<file path="config.mk">
export PLATFORM = sky130hd
export DESIGN_NAME = keypad_scanner
export DESIGN_NICKNAME = d
export VERILOG_FILES = /design/src/rtl/keypad_scanner.sv
export SDC_FILE = /design/constraint.sdc
export NUM_CORES = 1
export LEC_CHECK = 0
export CAP_MARGIN = 20
export CELL_PAD_IN_SITES_DETAIL_PLACEMENT = 0
export CELL_PAD_IN_SITES_GLOBAL_PLACEMENT = 1
export CORE_MARGIN = 8
export CORE_UTILIZATION = 45
export CTS_BUF_LIST = sky130_fd_sc_hd__clkbuf_8 sky130_fd_sc_hd__clkbuf_16
export CTS_CLUSTER_SIZE = 8
export DETAILED_ROUTE_END_ITERATION = 8
export PLACE_DENSITY = 0.84
export SLEW_MARGIN = 15
export SYNTH_ARGS = -nofsm -noshare
export SYNTH_HDL_FRONTEND = slang
export SYNTH_SLANG_ARGS = --single-unit
</file>
<file path="constraint.sdc">
create_clock -name i_clk -period 2.85 [get_ports i_clk]
set_input_delay 0.855 -clock i_clk [delete_from_list [all_inputs] [get_ports i_clk]]
set_output_delay 0.855 -clock i_clk [all_outputs]
set_load 0.03 [all_outputs]
</file>
<file path="src/rtl/keypad_scanner.sv">
// rtl/keypad_scanner.sv - 4x4 keypad row scanner with column sync, debounce and single-pulse key output
module keypad_scanner #(
    parameter int SCAN_DIV = 4,
    parameter int DEBOUNCE = 3
) (
    input  logic       i_clk,
    input  logic       i_rst,
    output logic [3:0] o_row_n,
    input  logic [3:0] i_col_n,
    output logic [3:0] o_key,
    output logic       o_valid_key,
    output logic       o_key_held
);

    typedef enum logic [1:0] {S_SCAN, S_DEBOUNCE, S_HELD} state_t;

    localparam logic [7:0] DWELL_LAST = 8'(SCAN_DIV - 1);
    localparam logic [3:0] DB_COUNT   = 4'(DEBOUNCE);

    state_t     r_state, w_state_nxt;
    logic [3:0] r_sync1, r_sync2;
    logic [7:0] r_dwell;
    logic [1:0] r_row, w_row_nxt;
    logic [1:0] r_col, w_col_nxt;
    logic [3:0] r_cnt, w_cnt_nxt;
    logic [3:0] r_key, w_key_nxt;
    logic       r_valid, w_valid_nxt;
    logic       r_held, w_held_nxt;
    logic       w_sample, w_none, w_single;
    logic [1:0] w_col;
    logic [3:0] w_cnt_inc;

    assign w_sample  = (r_dwell == DWELL_LAST);
    assign w_none    = (r_sync2 == 4'b1111);
    assign w_cnt_inc = r_cnt + 4'd1;

    // Two or more low columns (ghosting) classify as neither none nor single.
    always_comb begin
        w_single = 1'b1;
        w_col    = 2'd0;
        case (r_sync2)
            4'b1110: w_col = 2'd0;
            4'b1101: w_col = 2'd1;
            4'b1011: w_col = 2'd2;
            4'b0111: w_col = 2'd3;
            default: w_single = 1'b0;
        endcase
    end

    always_comb begin
        w_state_nxt = r_state;
        w_row_nxt   = r_row;
        w_col_nxt   = r_col;
        w_cnt_nxt   = r_cnt;
        w_key_nxt   = r_key;
        w_valid_nxt = 1'b0;
        w_held_nxt  = r_held;
        if (w_sample) begin
            case (r_state)
                S_SCAN: begin
                    if (w_single) begin
                        w_col_nxt = w_col;
                        if (DEBOUNCE == 1) begin
                            w_key_nxt   = {r_row, w_col};
                            w_valid_nxt = 1'b1;
                            w_held_nxt  = 1'b1;
                            w_cnt_nxt   = 4'd0;
                            w_state_nxt = S_HELD;
                        end else begin
                            w_cnt_nxt   = 4'd1;
                            w_state_nxt = S_DEBOUNCE;
                        end
                    end else begin
                        w_row_nxt = r_row + 2'd1;
                    end
                end
                S_DEBOUNCE: begin
                    if (w_single && (w_col == r_col)) begin
                        if (w_cnt_inc == DB_COUNT) begin
                            w_key_nxt   = {r_row, r_col};
                            w_valid_nxt = 1'b1;
                            w_held_nxt  = 1'b1;
                            w_cnt_nxt   = 4'd0;
                            w_state_nxt = S_HELD;
                        end else begin
                            w_cnt_nxt = w_cnt_inc;
                        end
                    end else begin
                        w_cnt_nxt   = 4'd0;
                        w_row_nxt   = r_row + 2'd1;
                        w_state_nxt = S_SCAN;
                    end
                end
                S_HELD: begin
                    if (w_none) begin
                        if (w_cnt_inc == DB_COUNT) begin
                            w_held_nxt  = 1'b0;
                            w_cnt_nxt   = 4'd0;
                            w_row_nxt   = r_row + 2'd1;
                            w_state_nxt = S_SCAN;
                        end else begin
                            w_cnt_nxt = w_cnt_inc;
                        end
                    end else begin
                        w_cnt_nxt = 4'd0;
                    end
                end
                default: w_state_nxt = S_SCAN;
            endcase
        end
    end

    always_ff @(posedge i_clk or posedge i_rst) begin
        if (i_rst) begin
            r_state <= S_SCAN;
            r_sync1 <= 4'b1111;
            r_sync2 <= 4'b1111;
            r_dwell <= 8'd0;
            r_row   <= 2'd0;
            r_col   <= 2'd0;
            r_cnt   <= 4'd0;
            r_key   <= 4'h0;
            r_valid <= 1'b0;
            r_held  <= 1'b0;
        end else begin
            r_state <= w_state_nxt;
            r_sync1 <= i_col_n;
            r_sync2 <= r_sync1;
            r_dwell <= w_sample ? 8'd0 : r_dwell + 8'd1;
            r_row   <= w_row_nxt;
            r_col   <= w_col_nxt;
            r_cnt   <= w_cnt_nxt;
            r_key   <= w_key_nxt;
            r_valid <= w_valid_nxt;
            r_held  <= w_held_nxt;
        end
    end

    assign o_row_n     = ~(4'b0001 << r_row);
    assign o_key       = r_key;
    assign o_valid_key = r_valid;
    assign o_key_held  = r_held;

endmodule

</file>
Yosys cells after proc, flatten, opt, wreduce, memory -nomap -nowiden --
Cells that the tools add are included.
Word-level totals: memories 0, bits of input ports 6, latch bits 0, output and inout port bits 10, memory bits (read-only) 0, RAM bits 0, register bits after elaboration 32
Cells by class: add/subtract/negate cells 3, equal/unequal tests 18, divide/modulo/power cells 0, $mul 0, muxes and demuxes 28, bitwise gates (word level) 1, $lt $le $gt $ge 0, reduce and logical (&&, ||, !) cells 11, shift-type cells 1
Operator list (number):
- $mux 2 | 9
- $pmux 2 s3 | 3
- $eq 4x4->1 const B | 4
- $mux 4 | 4
- $ne 2x2->1 const B | 7
- $pmux 4 s3 | 1
- $reduce_and 6->1 | 2
- $mux 1 | 9
- $add 8x1->8 const B | 1
- $eq 8x2->1 const B | 1
- $mux 8 | 1
- $reduce_and 3->1 | 2
- $reduce_and 5->1 | 1
- $add 4x1->4 const B | 1
- $eq 4x2->1 const B | 1
- $eq 4x3->1 const B | 1
- $not 4->4 | 1
- $reduce_and 4->1 | 1
- $reduce_or 4->1 | 1
- $shl 1x2->4 const A | 1
- $ne 3x3->1 const B | 1
- $reduce_bool 3->1 | 1
- $add 2x1->2 const B | 1
- $eq 2x1->1 const B | 1
- other kinds (6) | 6

Longest topological paths before layout --
Gate-level depths: netlist (run 1).
word-level depth 7, gate-level depth with buffers 7, mapped depth without buffers 7

Worst setup path before layout (run 1) --
No wires, ideal clock.
path type reg-to-reg, start register r_sync2[3], end register r_key[0] (netlist: o_key[0]), stages on the path, launching flop included 7, required time 2722 ps, path slack 602 ps, clock period less this slack 2248 ps, arrival time 2121 ps, buffers on the path 1, cells stage by stage dfstp_2 -> buf_2 -> nor2b_1 -> nor4bb_1 -> o31ai_4 -> nor3_2 -> mux2_1
On the way: longest elaborated chain between the ends 5, elaborated cells between the ends (all ways) 10, those cells by class 5 x eq/ne; 2 x mux; 3 x reduce/logical
Ends and longest elaborated chain:
- start, declared | line 21 | logic [3:0] r_sync1, r_sync2;
- start signal, assigned | line 128 | r_sync2 <= r_sync1;
- $eq 4x3->1 / $eq 4x4->1 (equally long branches) | line 41 | case (r_sync2)
- $pmux 2 s3 / $reduce_or 4->1 (equally long branches)
- $eq 2x2->1 / $mux 1 (equally long branches) | line 78, 41
- $logic_and 1x1->1 * | line 78 | if (w_single && (w_col == r_col)) begin
- $reduce_and 4->1 (no source line) *
- end signal, assigned | line 133 | r_key <= w_key_nxt;
- end, declared | line 26 | logic [3:0] r_key, w_key_nxt;
Mark *: on every way between the ends. The rest lies on a longest branch, timed or not. A chain may end at the register's enable or synchronous reset.

Worst setup path in the final report (run 1) --
start register r_row[0], end output o_row_n[2]
On the way: longest elaborated chain between the ends 2
Ends and longest elaborated chain:
- start, declared | line 23 | logic [1:0] r_row, w_row_nxt;
- start signal, assigned | line 130 | r_row <= w_row_nxt;
- $shl 1x2->4 | line 139 | assign o_row_n = ~(4'b0001 << r_row);
- $not 4->4 | line 139
- end, declared | line 8 | output logic [3:0] o_row_n,
Every way passes these cells.

==> reports/results.txt, run 1 <==
The tools report the post-CTS repair timing setup buffer count as 0. For this run, the leading register cell type out of synthesis is sky130_fd_sc_hd__dfrtp_1. The worst hold path belongs to the class flop to flop. Among cell families on the critical path, the largest total delay comes from buffers and inverters. Fraction of synthesis flops using an asynchronous set or reset pin: 1.00. The hold buffer count at cts was 0; the first-pass GRT wire length was 5780 um. Counting flops and latches in the post-synthesis netlist gives 32. The area growth from synthesis to layout is 17.4%. Initial detailed-routing violation count: 44. The smallest clock period supported by the final layout is computed as 2.57 ns. The number of design rule violations left after detail routing is 0. For this design, the slowest cell found on the critical path is sky130_fd_sc_hd__clkdlybuf4s50_1. For the worst-skew pair, the clock arrives at the later sink with an insertion delay of 0.28 ns.

The run finished with clean final reports. The initial antenna violation count is 0, and the maximum fanout along the worst path is 5. For the pin with the worst max-slew slack, the measured transition is 0.525 ns. The number of I/O port buffers was 15. The floorplan has 22 rows. The startpoint of the lowest-slack register-to-register path is r_sync2[3]. The post-synthesis instance total was 159. The worst hold path begins at r_sync1[3]. STA puts the critical path data arrival time at 1.71 ns.

After global routing the overflow that remains totals 0. The Yosys step of the flow raised 0 warnings. The H-tree was split into 2 levels. Setup slack on the worst reg-to-reg path comes out at 0.48 ns. In this run the power density over the cells is 604 nW/um^2. Leaving out fill and tap cells, the most frequent cell in the layout is sky130_fd_sc_hd__dfrtp_1. For the overall track demand over capacity in global routing, the log shows 0.115. The fraction of final layout cells with drive strength greater than 1 is 0.171, and the mean cell area of the mapped netlist is 11.1 sq um. The largest single stage delay on the critical path is 0.66 ns. Max-cap violations in this run came to 0.

0 antenna diodes ended up in the layout. The number of nets with antenna violations after routing was 0. For this block, the routed nets add up to 3220 um of wire.

Measured along the y axis, the die boundary spans 78.7 um. The tools report the final weighted congestion in routability-driven placement as 0.843. The number of cells traversed by the worst register-to-register path was 5; the setup-violating endpoint count in the final report was 0. The tools report the net count after synthesis as 176.

Clock-pin slew was measured on the worst setup and hold paths at 0.06 ns. Critical setup path kind: flop to output port. For this design the static power due to leakage is 0.944 nW.

The run gives 1256 as the number of global-route vias before repair. Synthesis instantiated 53 different standard cells from the library. By instance count, the cell type seen most on the critical path is sky130_fd_sc_hd__inv_1. The run gives 5 as the total CTS buffers. The final setup slack of the worst path was 0.282 ns. Before CTS, the worst setup slack after placement is 0.479 ns. The tools report the type of origin of the critical path as a flop.

Mapped cell area: 1770 sq um. The effective utilization at floorplan came out at 0.476. The worst hold path terminates at r_sync2[3]. Setup repair after global routing left no endpoint under its margin. For this design, the sink count on the clock tree is 32.

The HPWL after detailed placement is 2390 um. The worst hold path passes through 0 cells. The tools report the total count of max-transition violations in the final report as 0. The number of flops mapped to enable cells by yosys is 0. The length of the first detailed-routing pass in iterations came out at 4.

The worst path buffer plus inverter count came out at 3. For the final-report hold violation count, the log shows 0. At the worst endpoint, the required time is 2.00 ns. In this run, post-CTS repair resized a total of 0 instances.

The logs give 0.389 GHz for the highest clock frequency the design can meet and 16 for the count of boundary I/O pins. The critical path goes through inv_1, ha_1, inv_1, clkdlybuf4s50_1. TritonCTS built the clock tree.

The worst setup path is captured at an output port. The startpoint of the most critical setup path was r_row[0]. The worst register-to-register path ends at o_key[1].

The logs give 1205 for the via total after detailed routing and 0.458 for the proportion of synthesized chip area in sequential cells. The mean number of vias per cell came out at 5.26. Dividing the detail-routed wire length by the instance count gives 14.1 um. The region available for standard cell placement spans 3720 sq um.

The maximum count of clock buffers along a single path came out at 2. Across the routed clock network, the largest skew measured is 0.00236 ns. In the final design database the tool counted 197 nets.

The headroom to the max-slew limit was 0.648. The die boundary width is 78.7 um. The tree is rooted in a sky130_fd_sc_hd__clkbuf_8. The maximum number of pins on one net before global-route repair is 33. The maximum VDD drop is 0.000324 V, and the post-route clock period utilization is 0.901. Summed over all failing endpoints, the final setup total negative slack is 0 ns. In the layout the commonest cells are 24 x sky130_fd_sc_hd__dfrtp_1, 17 x sky130_fd_sc_hd__inv_1, 15 x sky130_fd_sc_hd__clkdlybuf4s50_1. The die covers 6190 sq um.
-- stage by stage --
| stage | util | power [mW] | std cells | area [sq um] | hold WS, ns |
|---|---|---|---|---|---|
| floorplan | - | 0.797 | 159 | 1770 | 0.345 |
| global placement | 0.534 | 0.902 | 221 | 1980 | 0.345 |
| detailed placement | 0.534 | 0.912 | 221 | 1980 | 0.347 |
| CTS | 0.559 | 1.27 | 229 | 2080 | 0.357 |
| global route | 0.559 | 1.34 | 229 | 2080 | 0.361 |
| finish | 0.559 | 1.25 | 229 | 2080 | 0.355 |
-- cell usage after synthesis, types with 2 or more instances --
cell type,n,area (sq um)
sky130_fd_sc_hd__dfrtp_1,24,601
sky130_fd_sc_hd__or2_2,2,12.5
sky130_fd_sc_hd__or3_1,2,12.5
sky130_fd_sc_hd__nand2b_1,3,18.8
sky130_fd_sc_hd__nor3_1,4,20.0
sky130_fd_sc_hd__a21oi_1,5,25.0
sky130_fd_sc_hd__buf_2,3,15.0
sky130_fd_sc_hd__xor2_1,2,17.5
sky130_fd_sc_hd__ha_1,11,138
sky130_fd_sc_hd__nor2b_1,2,12.5
sky130_fd_sc_hd__xnor2_1,8,70.1
sky130_fd_sc_hd__mux2_1,7,78.8
sky130_fd_sc_hd__o21ai_1,3,15.0
sky130_fd_sc_hd__dfstp_2,8,210
sky130_fd_sc_hd__a22o_1,2,17.5
sky130_fd_sc_hd__nand2_1,5,18.8
sky130_fd_sc_hd__and3_1,3,18.8
sky130_fd_sc_hd__nor2_1,7,26.3
sky130_fd_sc_hd__inv_1,16,60.1
sky130_fd_sc_hd__nand3_1,7,35.0
sky130_fd_sc_hd__o21ai_0,3,15.0
-- metal layers --
layer	global-route usage	routed length [um]	up-vias
li1	-	-	599
met1	0.127	1410	579
met2	0.205	1630	20
met3	0.0327	137	7
met4	0.0444	48	0
met5	0	0	-
-- logic make-up after synthesis --
logic type | count (synthesis) | share of synthesized area
and+or+nand+nor | 47 | 0.173
buffers and inverters | 21 | 0.0467
AOI/OAI and AO/OA | 30 | 0.142
muxes | 8 | 0.0530
xor gates and xnor gates | 10 | 0.0495
DFF | 32 | 0.458
adders and majority gates | 11 | 0.0778
-- flip-flops by register name, summed over array words and instances, names as in the netlist --
signal / cells
r_dwell: 8
o_key: 4
r_cnt: 4
r_sync1: 4
r_sync2: 4
r_col: 2
r_row: 2
r_state: 2
o_key_held: 1
o_valid_key: 1
-- final cells by class --
type                    instances  area (sq um)
flip-flops and latches         32           811
clock buffers                   6          82.6
clock inverters                 2          11.3
inverters                      17          63.8
multi-input cells             106           876
fillers                       331          1640
repair buffers                 18           173
well taps                      48          60.1
-- how the worst max path moves through the flow --
| stage | to | slack, ns | cells past startpoint |
|---|---|---|---|
| final | o_row_n[2] | 0.28 | 4 |
| after global routing | o_row_n[0] | 0.20 | 4 |
| after CTS | o_row_n[2] | 0.28 | 4 |
| after detailed placement | o_key[1] | 0.48 | 5 |
| after global placement | o_key[2] | 0.54 | 5 |
| after floorplan | o_key[0] | 0.60 | 6 |
-- report_power, final --
| part | switching, mW | internal [mW] | leakage (nW) |
|---|---|---|---|
| Clock | 0.158 | 0.192 | 0.0486 |
| Sequential | 0.0599 | 0.502 | 0.400 |
| Combinational | 0.197 | 0.144 | 0.496 |
No activity file was read; power rests on OpenSTA's default activity.
==> run 2: changes to the inputs <==
Settings changed: CAP_MARGIN 20 to not set, GPL_TIMING_DRIVEN set to 0.
==> run 2 against run 1 <==
Against the previous run:
- maximum frequency down 1.1%
- clock skew up 0.0017 ns
- register-to-register slack worse by 0.23 ns
- design area up 0.66%
- sequential share of layout area down 0.26 points
- wire length up 0.16%
- total power up 6.9%
- combinational power up 3%
- worst setup slack worse by 0.028 ns
- first-iteration DRC count up 32%
==> reports/results.txt, run 2 (same netlist as run 1, synthesis figures left out) <==
The headroom to the max-slew limit is 0.477, and the maximum number of pins on one net before global-route repair is 33. The length of the first detailed-routing pass in iterations was 4. Setup repair after global routing left no endpoint under its margin.

Dividing the detail-routed wire length by the instance count gives 14.0 um. The clock reaches the later pin of the worst-skew pair after 0.29 ns. The initial antenna violation count came out at 0.

TritonCTS built the clock tree. The tools report the number of gates resized after cts as 0. The worst clock skew on the final layout is 0.00410 ns, and the arrival time of data at the critical path endpoint is 2.76 ns. Leaving out fill and tap cells, the most frequent cell in the layout is sky130_fd_sc_hd__dfrtp_1.

The tools report the static power due to leakage as 0.946 nW. The tools report the overall track demand over capacity in global routing as 0.109. Power comes to 1.34 mW. After the first detailed-routing iteration, the DRC count stood at 58. The slowest stage of the critical path is the sky130_fd_sc_hd__nor4bb_1 cell. The number of cell rows is 22.

The worst setup path is of the flop to flop kind. The run gives 0 as the hold buffer count at cts. The multi-input combinational cells in the finished layout cover a total of 876 sq um. The clock passes through at most 2 buffers.

The final-report hold violation count is 0. The H-tree depth is 2. The via total after detailed routing is 1238, and the final-stage net count is 198. After detailed routing, the total wire length is 3230 um. The final period demand of the worst path works out to 2.60 ns. In the routed layout, each cell is associated on average with a via count of 5.38. From synthesis to final layout, the design area changed by 18.2%. The first global-routing pass estimated 5530 um of wire.

The top cell types in the final layout, fill and taps aside, are 24 x sky130_fd_sc_hd__dfrtp_1, 15 x sky130_fd_sc_hd__inv_1, 15 x sky130_fd_sc_hd__clkdlybuf4s50_1. Setup total negative slack on the finished layout was measured at 0 ns. 0 antenna diodes ended up in the layout. From left edge to right edge, the die measures 78.7 um. The tools report the final-layout fill cell count as 326. Area of the die: 6190 sq um.

The number of design rule violations left after detail routing is 0. STA classifies the critical path endpoint as a flop. The count of boundary I/O pins came out at 16. The setup-violating endpoint count in the final report was 0; the count of placed standard cells including taps was 222. Maximum fanout along the worst path: 10. The standard cell core area was 3720 sq um. In this run the remaining antenna-violating nets after routing total 0. For the highest clock frequency the design can meet, the log shows 0.385 GHz. Registers take 811 sq um. Detailed placement finished with a half-perimeter wire length of 2390 um. The slew at the pin with the worst max-slew slack was 0.774 ns. The flow ran to the end, and the final reports show no timing, DRC or antenna violations. The tools report the type of origin of the critical path as a flop.

The logs give 0 for the number of maximum-capacitance violations and 0 for the overflow left after global routing. Input and output buffers added on the ports amount to 15. The tree built by TritonCTS fans out to 32 sinks.

In this run the power density over the cells is 641 nW/um^2. The largest incremental delay on the critical path is 0.70 ns. The tree is rooted in a sky130_fd_sc_hd__clkbuf_8. Measured along the y axis, the die boundary spans 78.7 um. Fraction of final layout cells with drive strength greater than 1: 0.181.

The flip-flop count of the largest register after layout works out to 8. The effective utilization at floorplan came out at 0.476. The run gives 0.000351 V as the maximum VDD drop. The number of global-route vias before repair was 1297; the post-route clock period utilization was 0.911.

After clock tree synthesis, the clock-pin slew on the worst setup and hold paths is 0.07 ns. The signal on the critical path passes through buf_2, nor2b_1, nor4bb_1, o31ai_4, nor3_2, mux2_1. Leaving out filler cells and counting taps, the final layout contains 230. The register with the most flip-flops in the final layout is r_dwell.

At the end of routability-driven placement, the weighted congestion stood at 0.854. The data required time at the worst endpoint was 3.01 ns; the total count of max-transition violations in the final report was 0. The class of the most critical hold timing path was flop to flop. Post-CTS timing repair inserted 0 buffers for setup.

The number of clock buffers added by TritonCTS is 5.
-- run 2: cell types whose count changed in the layout (fill, tap and decap cells not counted), sizes merged --
cell / before / now
clkinv: 0 / 1
bufinv: 0 / 1
inv: 18 / 17
-- run 2: worst paths after layout --
kind / startpoint / to / slack [ns] / cells after the start
min: r_sync1[0] / r_sync2[0] / 0.36 / 0
max in group asynchronous: i_rst / o_valid_key / 1.47 / 2
max reg2reg: r_sync2[3] / o_key[0] / 0.25 / 6
max: r_sync2[3] / o_key[0] / 0.25 / 6
min reg2reg: r_sync1[0] / r_sync2[0] / 0.36 / 0
min in group asynchronous: i_rst / r_cnt[2] / 0.97 / 2
-- run 2: layout make-up --
type / instances / area share
clock buffers: 5 / 0.0329
flip-flops and latches: 32 / 0.388
multi-input cells: 106 / 0.419
plain buffers: 4 / 0.00898
well taps: 48 / 0.0287
clock inverters: 3 / 0.0203
inverters: 17 / 0.0305
repair buffers: 15 / 0.0718
-- run 2: routing by layer --
layer / part of all wire / track usage / up-vias
met5: 0 / 0 / -
met4: 0.0078 / 0.0426 / 0
met3: 0.053 / 0.0394 / 4
met2: 0.53 / 0.201 / 25
met1: 0.41 / 0.110 / 600
li1: - / - / 609
-- run 2: critical path: cells and delay by family (launching register included) --
| family | cells | cell delay (ns) |
|---|---|---|
| and+or+nand+nor | 3 | 1.19 |
| DFF | 1 | 0.51 |
| AOI/OAI and AO/OA | 1 | 0.20 |
| buffers and inverters | 1 | 0.19 |
| muxes | 1 | 0.37 |
-- run 2: power breakdown --
group          switching [mW]  internal (mW)
combinational           0.207          0.145
sequential             0.0547          0.501
clock                   0.174          0.258
-- run 2: metrics by stage --
stage | hold slack, ns | instance area, sq um | setup slack [ns] | util
2_1_floorplan | 0.345 | 1770 | 0.602 | -
3_3_place_gp | 0.346 | 1980 | 0.370 | 0.533
3_5_place_dp | 0.347 | 1980 | 0.301 | 0.533
4_1_cts | 0.357 | 2090 | 0.247 | 0.563
5_1_grt | 0.359 | 2090 | 0.105 | 0.563
6_report | 0.356 | 2090 | 0.254 | 0.563
